### src/rtl/ram_burst_reader.sv
// Burst read client for a RAMMEM read port: walks a wrapping address range and streams
// the words out through a 2-entry FIFO with valid/ready backpressure.
module ram_burst_reader #(
    parameter int ADDR_BITS = 4,
    parameter int WIDTH     = 10,
    parameter int SYNC_READ = 0
) (
    input  logic                 clock,
    input  logic                 reset,
    input  logic                 req_valid,
    output logic                 req_ready,
    input  logic [ADDR_BITS-1:0] req_addr,
    input  logic [ADDR_BITS-1:0] req_len,
    output logic                 mem_read_en,
    output logic [ADDR_BITS-1:0] mem_read_addr,
    input  logic [WIDTH-1:0]     mem_read_data,
    output logic                 out_valid,
    input  logic                 out_ready,
    output logic [WIDTH-1:0]     out_data,
    output logic                 out_last,
    output logic                 done
);

    typedef enum logic {
        IDLE = 1'b0,
        BUSY = 1'b1
    } state_t;

    state_t                 state_q, state_d;
    logic [ADDR_BITS-1:0]   cur_addr_q, cur_addr_d;
    logic [ADDR_BITS-1:0]   issue_left_q, issue_left_d;
    logic                   issue_pend_q, issue_pend_d;
    logic [ADDR_BITS-1:0]   pop_left_q, pop_left_d;
    logic [ADDR_BITS-1:0]   last_addr_q, last_addr_d;
    logic                   inflight_q, inflight_d;
    logic                   done_q, done_d;
    logic [1:0]             count_q, count_d;
    logic                   wr_ptr_q, wr_ptr_d;
    logic                   rd_ptr_q, rd_ptr_d;
    logic [WIDTH-1:0]       fifo_data_q [2];
    logic [1:0]             fifo_wr_en;

    logic                   pop;
    logic                   push;
    logic                   issue;
    logic [2:0]             occupancy;

    assign out_valid = (count_q != 2'd0);
    assign out_data  = fifo_data_q[rd_ptr_q];
    assign out_last  = out_valid && (pop_left_q == '0);
    assign pop       = out_valid && out_ready;
    assign req_ready = (state_q == IDLE);
    assign done      = done_q;

    // Words already buffered plus the one still coming out of a sync memory; a word
    // leaving this cycle frees its slot immediately.
    assign occupancy   = {1'b0, count_q} + {2'b00, inflight_q};
    assign issue       = (state_q == BUSY) && issue_pend_q &&
                         (occupancy < (3'd2 + {2'b00, pop}));
    assign mem_read_en   = issue;
    assign mem_read_addr = issue ? cur_addr_q : last_addr_q;

    assign push       = (SYNC_READ != 0) ? inflight_q : issue;
    assign inflight_d = (SYNC_READ != 0) && issue;

    for (genvar gi = 0; gi < 2; gi++) begin : g_fifo_wr
        assign fifo_wr_en[gi] = push && (wr_ptr_q == 1'(gi));
    end

    always_comb begin
        state_d      = state_q;
        cur_addr_d   = cur_addr_q;
        issue_left_d = issue_left_q;
        issue_pend_d = issue_pend_q;
        pop_left_d   = pop_left_q;
        last_addr_d  = last_addr_q;
        done_d       = 1'b0;
        count_d      = count_q + {1'b0, push} - {1'b0, pop};
        wr_ptr_d     = wr_ptr_q ^ push;
        rd_ptr_d     = rd_ptr_q ^ pop;

        case (state_q)
            IDLE: begin
                if (req_valid) begin
                    state_d      = BUSY;
                    cur_addr_d   = req_addr;
                    issue_left_d = req_len;
                    pop_left_d   = req_len;
                    issue_pend_d = 1'b1;
                end
            end
            BUSY: begin
                if (issue) begin
                    cur_addr_d  = cur_addr_q + ADDR_BITS'(1);
                    last_addr_d = cur_addr_q;
                    if (issue_left_q == '0) begin
                        issue_pend_d = 1'b0;
                    end else begin
                        issue_left_d = issue_left_q - ADDR_BITS'(1);
                    end
                end
                if (pop) begin
                    if (pop_left_q == '0) begin
                        state_d = IDLE;
                        done_d  = 1'b1;
                    end else begin
                        pop_left_d = pop_left_q - ADDR_BITS'(1);
                    end
                end
            end
            default: state_d = IDLE;
        endcase
    end

    always_ff @(posedge clock) begin
        if (reset) begin
            state_q      <= IDLE;
            cur_addr_q   <= '0;
            issue_left_q <= '0;
            issue_pend_q <= 1'b0;
            pop_left_q   <= '0;
            last_addr_q  <= '0;
            inflight_q   <= 1'b0;
            done_q       <= 1'b0;
            count_q      <= 2'd0;
            wr_ptr_q     <= 1'b0;
            rd_ptr_q     <= 1'b0;
        end else begin
            state_q      <= state_d;
            cur_addr_q   <= cur_addr_d;
            issue_left_q <= issue_left_d;
            issue_pend_q <= issue_pend_d;
            pop_left_q   <= pop_left_d;
            last_addr_q  <= last_addr_d;
            inflight_q   <= inflight_d;
            done_q       <= done_d;
            count_q      <= count_d;
            wr_ptr_q     <= wr_ptr_d;
            rd_ptr_q     <= rd_ptr_d;
        end
    end

    // FIFO storage needs no reset: occupancy alone decides what is visible.
    always_ff @(posedge clock) begin
        for (int i = 0; i < 2; i++) begin
            if (fifo_wr_en[i]) begin
                fifo_data_q[i] <= mem_read_data;
            end
        end
    end

endmodule

### config.mk
export PLATFORM = sky130hd
export DESIGN_NAME = ram_burst_reader
export DESIGN_NICKNAME = d
export VERILOG_FILES = /design/src/rtl/ram_burst_reader.sv
export SDC_FILE = /design/constraint.sdc
export NUM_CORES = 1
export LEC_CHECK = 0
export ABC_AREA = 1
export CORE_MARGIN = 2
export CORE_UTILIZATION = 50
export CTS_CLUSTER_DIAMETER = 100
export CTS_CLUSTER_SIZE = 25
export DETAILED_ROUTE_END_ITERATION = 10
export MAX_ROUTING_LAYER = met4
export PLACE_DENSITY = 0.78
export SYNTH_ARGS = -nofsm -noshare
export SYNTH_HDL_FRONTEND = slang
export SYNTH_SLANG_ARGS = --single-unit
### constraint.sdc
create_clock -name clock -period 2.3 [get_ports clock]
set_input_delay 0.23 -clock clock [delete_from_list [all_inputs] [get_ports clock]]
set_output_delay 0.23 -clock clock [all_outputs]
set_load 0.005 [all_outputs]
==> flow_summary.ini, run 1 <==
[power_and_ir_drop]
p_per_area_mw_per_mm2 = 875
seqPwrFrac = 0.402
leakagePower_nw = 1.24
p_int_mw = 1.62
p_switching_mw = 0.728
max-vdd-ir-drop_mv = 0.494
combPwrFrac = 0.354
pwr-share-clk = 0.244
swShare = 0.310

[timing]
hold_viol = 0
worst_pin_slew_ns = 0.453
min_period_ns = 2.24
fin_skew_ns = 0.00497
setup_viol = 0
slew_violations = 0
setup_ws_ns = 0.0630
finalCritPeriodShare = 0.973
fmax_mhz = 447
rsz0062_at_grt = yes
relSlewSlack = 0.697

[logic_synthesis]
synth_seq_cells = 43
syn_area_per_cell_um2 = 8.46
synth_common_cells = nand2_1 (59), nor2_1 (31), inv_1 (26)
synth.area.top_cells = edfxtp_1 (30%), dfxtp_1 (23%), nand2_1 (11%)
synth_edf_count = 20
async_flop_share = 0
synth_flop_cell = dfxtp_1
netlist_area_mm2 = 0.00198
synth_top_area_share = 0.303
synth_cell_types = 27
ys_warn_count = 0
synth.most_common_cell = nand2_1
synth_nets = 265
yosys.area.top_type = edfxtp_1
synthCells = 234
synth-seq-area-share = 0.536

[drt]
routed_wl_um = 4080
firstDrtPassIters = 4
dr_total_vias = 1673
drt_drc_violations_left = 0
wire_per_inst_um = 12.1
vias_per_cell = 4.96
ant_nets = 0
drt_iter0_markers = 157

[clock_network]
clock_latency_ns = 0.29
clk_pin_slew_ns = 0.08
ctsLongestPathBuffers = 2
h-tree-depth = 2
tritoncts = yes
cts_buffers = 5
ctsHoldBuffers = 0
clockRootBuffer = clkbuf_8
cts_num_sinks = 43

[setup_path]
cp_cell_sequence = nor2_4, nor2_2, ha_2, inv_1, ha_2, nor2_1, buf_4, buf_4, or2_1, o21ai_2, inv_1, clkdlybuf4s15_1
r2r_slack_ns = 0.45
crit_fanout = 4
end_kind = primary output
r2r_end = fifo_data_q[0][7]$_DFFE_PP_
crit_arrival_ns = 2.01
cp_num_buf_inv = 5
crit_family = buffers and inverters
r2r-start = count_q[1]$_SDFF_PP0_
crit_path_max_incr_delay_ns = 0.34
cp.required_ns = 2.07
crit_type = register to primary output
slowest_stage = dfxtp_2
critPathLaunchType = register
rr_worst_depth = 10

[layout]
final_nets = 319
drive_gt1_frac = 0.135
antenna_cells = 0
postLayoutCoreUtil = 0.717
syn2layout_area_growth_pct = 35.6

[place]
io_buffer_count = 40
place.gp.congestion = 0.872
hpwl_um = 2760
post-place-ws_ns = -0.179

[floorplan]
die_x_um = 66.9
die_area_mm2 = 0.00448
core-area_mm2 = 0.00374
ios = 41
die_h_um = 66.9
initial_core_util = 0.529
rows = 22

[grt]
antenna_found_initial = 0
overflow = 0
grt_pass1_wl_um = 6450
grt.total_usage = 0.198
grt_pass1_vias = 1529
grt_max_degree = 18

[status]
outcome = finished clean

[job]
maxCapViolCount = 0

[worst_hold_path]
hp-start = issue_left_q[1]$_SDFFE_PP0P_
hp-class = register to register
holdPathEnd = issue_left_q[1]$_SDFFE_PP0P_
holdPathStages = 2
## timing repair
| item | in CTS | in global routing |
|---|---|---|
| resized for setup | 15 | 6 |
| buffers inserted | 1 | 0 |
| endpoints found under the setup margin | 4 | 4 |
| pin swaps | 2 | 3 |
## area by class of cell
type                            count  area, µm²
Clock inverter                      3       43.8
Sequential cell                    43       1060
Multi-Input combinational cell    156        825
Inverter                           30        113
Fill cell                         289       1060
Tap cell                           48       60.1
Clock buffer                        5       68.8
Timing Repair Buffer               52        510
## cell usage in the layout (no fill, tap or decap), types with 3 or more instances in the layout
cell,netlist,layout
inv_2,3,3
clkdlybuf4s50_1,0,35
o21ai_1,9,5
nor2_1,31,29
edfxtp_1,20,20
nand4_1,3,3
ha_1,9,7
buf_4,0,10
or2_1,3,3
o21ai_0,8,8
nand2_1,59,59
nand3_1,15,15
o21ai_2,0,4
inv_1,26,26
clkbuf_8,0,5
a21oi_1,6,6
dfxtp_1,23,21
## per-layer routing
| layer | share of wire | wire length [µm] | GRT usage |
|---|---|---|---|
| met5 | 0 | 0 | - |
| met3 | 0.048 | 198 | 0.0338 |
| met2 | 0.49 | 2010 | 0.329 |
| met1 | 0.45 | 1850 | 0.248 |
| met4 | 0.0081 | 33 | 0.0612 |
## through the flow
stage / power (mW) / setup TNS (ns) / instance area [µm²] / hold WS [ns] / instances
after floorplan: 1.37 / 0 / 1980 / 0.329 / 234
after global placement: 1.72 / -0.679 / 2530 / 0.469 / 328
after global routing: 2.50 / -0.0233 / 2680 / 0.518 / 337
final: 2.35 / 0 / 2680 / 0.497 / 337
after detailed placement: 1.74 / -0.689 / 2530 / 0.486 / 328
after CTS: 2.34 / 0 / 2670 / 0.502 / 337
## registers in the layout, summed over array words and instances, names as in the netlist
signal / cells
cur_addr_q: 4
count_q: 2
done: 1
state_q: 1
pop_left_q: 4
issue_left_q: 4
last_addr_q: 4
issue_pend_q: 1
fifo_data_q: 20
rd_ptr_q: 1
wr_ptr_q: 1
## power groups by stage
stage | Sequential (mW) | Combinational (mW) | Clock (mW)
2_1_floorplan | 0.938 | 0.429 | 0
3_3_place_gp | 0.943 | 0.773 | 0
3_5_place_dp | 0.946 | 0.790 | 0
4_1_cts | 0.941 | 0.814 | 0.585
5_1_grt | 0.954 | 0.930 | 0.615
6_report | 0.944 | 0.832 | 0.574
## worst min-delay path: cells and delay by family (launching register included)
kind	cells	cell delay [ns]
flip-flops	1	0.31
AND/OR/NAND/NOR	2	0.14
## how the worst max path moves through the flow
stage | slack [ns] | cells after the start | endpoint | startpoint
global placement | -0.17 | 12 | mem_read_addr[0] | out_ready
global route | -0.02 | 13 | mem_read_addr[2] | out_ready
finish | 0.06 | 12 | mem_read_addr[2] | count_q[0]$_SDFF_PP0_
CTS | 0.03 | 10 | mem_read_en | out_ready
detailed placement | -0.18 | 12 | mem_read_addr[2] | out_ready
floorplan | 0.31 | 7 | fifo_data_q[0][0]$_DFFE_PP_ | count_q[1]$_SDFF_PP0_
## cells by family after synthesis
group / share of synthesized area
mux: 0.00506
fa+ha+maj: 0.0569
buf+inv: 0.0676
compound gates: 0.0702
flops: 0.536
simple gates: 0.251
xor+xnor: 0.0133
(Power assumes the default switching activity.)
==> run 2: changes to the inputs <==
--- a/config.mk
+++ b/config.mk
@@ -12,7 +12,7 @@
 export CTS_CLUSTER_SIZE = 25
 export DETAILED_ROUTE_END_ITERATION = 10
 export MAX_ROUTING_LAYER = met4
-export PLACE_DENSITY = 0.78
+export PLACE_DENSITY_LB_ADDON = 0.12
 export SYNTH_ARGS = -nofsm -noshare
 export SYNTH_HDL_FRONTEND = slang
 export SYNTH_SLANG_ARGS = --single-unit
==> run 2 against run 1 <==
Compared with the run above: first-iteration DRC count is 51% lower; register-to-register slack worse by 0.02 ns; clock skew is 0.0010 ns lower; die area stayed put; core utilization is 0.77 points higher; clock power is 18% higher; critical path depth is 4 lower; sequential share of layout area is 0.33 points lower; hold slack worse by 0.22 ns; critical path type unchanged; largest cell class unchanged; largest power group unchanged.
==> flow_summary.ini, run 2 (synthesized netlist as in run 1, its figures left out) <==
[status]
outcome = finished clean

[clock_network]
cts_num_sinks = 43
h-tree-depth = 2
clk_pin_slew_ns = 0.08
cts_buffers = 5
tritoncts = yes
clockRootBuffer = clkbuf_8
ctsLongestPathBuffers = 2
clock_latency_ns = 0.29

[setup_path]
crit_fanout = 5
end_kind = primary output
cp.required_ns = 2.07
slowest_stage = clkdlybuf4s50_1
crit_arrival_ns = 2.00
crit_path_max_incr_delay_ns = 0.49
rr_worst_depth = 9
cp_cell_sequence = nor2_4, nor2_2, ha_2, inv_1, ha_4, nor2_4, buf_6, clkdlybuf4s50_1
crit_type = register to primary output
critPathLaunchType = register
cp_common_cell = nor2_4

[power_and_ir_drop]
p_int_mw = 1.75
max-vdd-ir-drop_mv = 0.630
p_per_area_mw_per_mm2 = 918
leakagePower_nw = 1.24
seqPwrFrac = 0.382
swShare = 0.297
combPwrFrac = 0.345
pwr-share-clk = 0.272
p_switching_mw = 0.740

[timing]
rsz0062_at_grt = no
worst_pin_slew_ns = 0.395
relSlewSlack = 0.737
fin_skew_ns = 0.00393
setup_tns_ns = 0
min_period_ns = 2.23
hold_viol = 0
slew_violations = 0
finalCritPeriodShare = 0.971
fmax_mhz = 448
setup_viol = 0

[grt]
grt_max_degree = 18
overflow = 0
grt_pass1_vias = 1552
antenna_found_initial = 0
grt_pass1_wl_um = 6790
grt.total_usage = 0.207

[layout]
largest_reg_flops = 20
drive_gt1_frac = 0.125
syn2layout_area_growth_pct = 37.0
register_area_mm2 = 0.00107
max_flop_register = fifo_data_q
filler_cell_count = 311
antenna_cells = 0
multiInputGateArea_um2 = 832
final_nets = 318
final_common_cell = nand2_1
final_cell_mix = nand2_1 (59), clkdlybuf4s50_1 (35), nor2_1 (28), inv_1 (25), dfxtp_1 (21)
stdcell_count = 336

[floorplan]
ios = 41
die_x_um = 66.9
die_h_um = 66.9
rows = 22
initial_core_util = 0.529
die_area_mm2 = 0.00448
core-area_mm2 = 0.00374

[place]
io_buffer_count = 40
dp.cells = 326
hpwl_um = 2910
place.gp.congestion = 0.894

[drt]
drt_iter0_markers = 77
wl_met3_um = 132
firstDrtPassIters = 4
ant_nets = 0
drt_drc_violations_left = 0
routed_wl_um = 4120
wire_per_inst_um = 12.3
met2WireLength_um = 2120
dr_total_vias = 1676
met1_length_um = 1800
vias_per_cell = 4.99
top_layer_used = met4

[worst_hold_path]
hp-class = input pin to register
holdPathStages = 3

[job]
maxCapViolCount = 0
## run 2: critical path, delay by kind of cell, from the launching register on
kind | cells | cell delay (ns)
fa+ha+maj | 2 | 0.35
simple gates | 3 | 0.32
flops | 1 | 0.38
buf+inv | 3 | 0.67
## run 2: timing repair
item / CTS / global route
buffers inserted: 2 / 0
setup endpoints to repair: 5 / 3
hold buffers: 0 / 0
resized for setup: 18 / 3
pin swaps: 4 / 2
## run 2: power by group through the flow
| stage | Combinational (mW) | Clock (mW) | Sequential [mW] |
|---|---|---|---|
| floorplan | 0.429 | 0 | 0.938 |
| global placement | 0.756 | 0 | 0.945 |
| detailed placement | 0.778 | 0 | 0.949 |
| CTS | 0.862 | 0.696 | 0.949 |
| global route | 0.971 | 0.722 | 0.961 |
| finish | 0.860 | 0.679 | 0.953 |
## run 2: cell type report
type / instances / area share
Sequential cell: 43 / 0.393
Multi-Input combinational cell: 156 / 0.307
Timing Repair Buffer: 51 / 0.188
Inverter: 30 / 0.0415
Clock buffer: 6 / 0.0268
Clock inverter: 2 / 0.0221
Tap cell: 48 / 0.0221
## run 2: layer usage
layer	global-route usage	up-vias
li1	-	862
met1	0.246	774
met2	0.351	32
met3	0.0422	8
met4	0.0689	0
met5	-	-
## run 2: final timing paths
check | end | slack (ns) | startpoint
hold / removal | done$_SDFF_PP0_ | 0.28 | out_ready
hold reg to reg | issue_left_q[1]$_SDFFE_PP0P_ | 0.50 | issue_left_q[1]$_SDFFE_PP0P_
setup reg to reg | fifo_data_q[0][4]$_DFFE_PP_ | 0.43 | count_q[1]$_SDFF_PP0_
setup / recovery | mem_read_en | 0.07 | count_q[1]$_SDFF_PP0_
## run 2: metrics by stage
step | utilization | area (µm²) | hold WS, ns | setup WS [ns] | total power, mW
3_3_place_gp | 0.671 | 2510 | 0.464 | -0.201 | 1.70
4_1_cts | 0.723 | 2710 | 0.506 | 0.0393 | 2.51
3_5_place_dp | 0.671 | 2510 | 0.495 | -0.265 | 1.73
6_report | 0.725 | 2710 | 0.278 | 0.0662 | 2.49
5_1_grt | 0.725 | 2710 | 0.294 | 0.00450 | 2.65
2_1_floorplan | - | 1980 | 0.329 | 0.315 | 1.37
==> run 3: changes to the inputs <==
--- a/config.mk
+++ b/config.mk
@@ -6,8 +6,10 @@
 export NUM_CORES = 1
 export LEC_CHECK = 0
 export ABC_AREA = 1
+export CELL_PAD_IN_SITES_DETAIL_PLACEMENT = 0
+export CELL_PAD_IN_SITES_GLOBAL_PLACEMENT = 1
 export CORE_MARGIN = 2
-export CORE_UTILIZATION = 50
+export CORE_UTILIZATION = 37
 export CTS_CLUSTER_DIAMETER = 100
 export CTS_CLUSTER_SIZE = 25
 export DETAILED_ROUTE_END_ITERATION = 10
==> run 3 against run 2 <==
Compared with the run above: fmax rose by 1.1%; wire length rose by 3.9%; cell count rose by 7.1%; worst setup slack improved by 0.024 ns; hold slack improved by 0.025 ns.
==> flow_summary.ini, run 3 (synthesized netlist as in run 1, its figures left out) <==
[power_and_ir_drop]
combPwrFrac = 0.357
leakagePower_nw = 1.27
seqPwrFrac = 0.395
p_switching_mw = 0.751
p_per_area_mw_per_mm2 = 875
p_int_mw = 1.64
swShare = 0.314
pwr-share-clk = 0.249
max-vdd-ir-drop_mv = 0.490

[drt]
ant_nets = 0
wire_per_inst_um = 11.9
firstDrtPassIters = 4
routed_wl_um = 4280
drt_drc_violations_left = 0
dr_total_vias = 1679
drt_iter0_markers = 59
vias_per_cell = 4.66

[floorplan]
die_area_mm2 = 0.00595
die_h_um = 77.1
ios = 41
initial_core_util = 0.385
core-area_mm2 = 0.00514
die_x_um = 77.1
rows = 26

[layout]
final_nets = 320
final_common_cell = nand2_1
final_cell_mix = nand2_1 (59), clkdlybuf4s50_1 (35), nor2_1 (28), inv_1 (25), dfxtp_1 (21)
postLayoutCoreUtil = 0.532
syn2layout_area_growth_pct = 38.2
drive_gt1_frac = 0.141
antenna_cells = 0
largest_reg_flops = 20
max_flop_register = fifo_data_q
stdcell_count = 360
filler_cell_count = 513

[timing]
min_period_ns = 2.21
rsz0062_at_grt = no
slew_violations = 0
relSlewSlack = 0.727
fin_skew_ns = 0.00684
whs_ns = 0.303
fmax_mhz = 453
setup_ws_ns = 0.0902
setup_tns_ns = 0
finalCritPeriodShare = 0.961
worst_pin_slew_ns = 0.409
setup_viol = 0
hold_viol = 0

[place]
place.gp.congestion = 0.741
io_buffer_count = 40
dp.cells = 350
post-place-ws_ns = -0.212
hpwl_um = 3060

[clock_network]
h-tree-depth = 2
ctsLongestPathBuffers = 2
ctsHoldBuffers = 0
cts_buffers = 5
clockRootBuffer = clkbuf_8
tritoncts = yes
cts_num_sinks = 43
clk_pin_slew_ns = 0.08
clock_latency_ns = 0.30

[grt]
antenna_found_initial = 0
grt.total_usage = 0.162
grt_max_degree = 18
grt_pass1_wl_um = 7320
overflow = 0
grt_pass1_vias = 1623

[setup_path]
endpoint = mem_read_en
critPathLaunchType = register
crit_arrival_ns = 1.98
end_kind = primary output
cp.required_ns = 2.07
slowest_stage = clkdlybuf4s50_1
crit_start = count_q[1]$_SDFF_PP0_
cp_common_cell = nor2_4
crit_fanout = 5
r2r_end = fifo_data_q[1][8]$_DFFE_PP_
crit_path_max_incr_delay_ns = 0.49
crit_family = buffers and inverters
cp_cell_sequence = nor2_4, nor2_2, ha_2, inv_1, ha_4, nor2_4, buf_4, clkdlybuf4s50_1
r2r-start = count_q[1]$_SDFF_PP0_
r2r_slack_ns = 0.47
cp_num_buf_inv = 3
rr_worst_depth = 9
cp.depth = 8
crit_type = register to primary output

[status]
outcome = finished clean

[job]
maxCapViolCount = 0

[worst_hold_path]
hp-start = out_ready
hp-class = input pin to register
## run 3: power groups by stage
stage	Sequential [mW]	Clock, mW	Combinational, mW
after global placement	0.945	0	0.786
after detailed placement	0.946	0	0.784
after global routing	0.957	0.635	0.978
after floorplan	0.938	0	0.429
after CTS	0.950	0.617	0.853
final	0.945	0.595	0.854
## run 3: cell type report
type	count	area, µm²	area share
Sequential cell	43	1070	0.390
Timing Repair Buffer	53	515	0.188
Multi-Input combinational cell	156	842	0.308
Clock inverter	3	43.8	0.0160
Clock buffer	5	68.8	0.0251
Tap cell	70	87.6	0.0320
Inverter	30	113	0.0412
## run 3: timing repair
item	in CTS	in global routing
buffers inserted	1	1
resized for setup	19	4
pin swaps	4	4
endpoints found under the hold margin	0	0
setup endpoints to repair	5	3
## run 3: layer usage
layer	vias to the layer above	GRT usage	wire length, µm
met4	0	0.0536	61
met3	7	0.0400	201
li1	867	-	-
met2	42	0.277	2070
met1	763	0.187	1950
met5	-	-	0
## run 3: worst min-delay path by stage
stage                                        end  slack (ns)  cells past startpoint
floorplan            fifo_data_q[0][0]$_DFFE_PP_        0.33                      0
finish                           done$_SDFF_PP0_        0.30                      3
CTS                 issue_left_q[1]$_SDFFE_PP0P_        0.50                      2
detailed placement  issue_left_q[1]$_SDFFE_PP0P_        0.48                      2
global placement    issue_left_q[1]$_SDFFE_PP0P_        0.47                      2
global route                     done$_SDFF_PP0_        0.33                      3
## run 3: worst min-delay path: cells and delay by family
family                 cells  cell delay [ns]
buffers and inverters      1             0.13
and+or+nand+nor            2             0.19
## run 3: stage by stage
| stage | instance area [µm²] | power, mW |
|---|---|---|
| after floorplan | 1980 | 1.37 |
| after global placement | 2540 | 1.73 |
| after detailed placement | 2540 | 1.73 |
| after CTS | 2720 | 2.42 |
| after global routing | 2740 | 2.57 |
| final | 2740 | 2.39 |
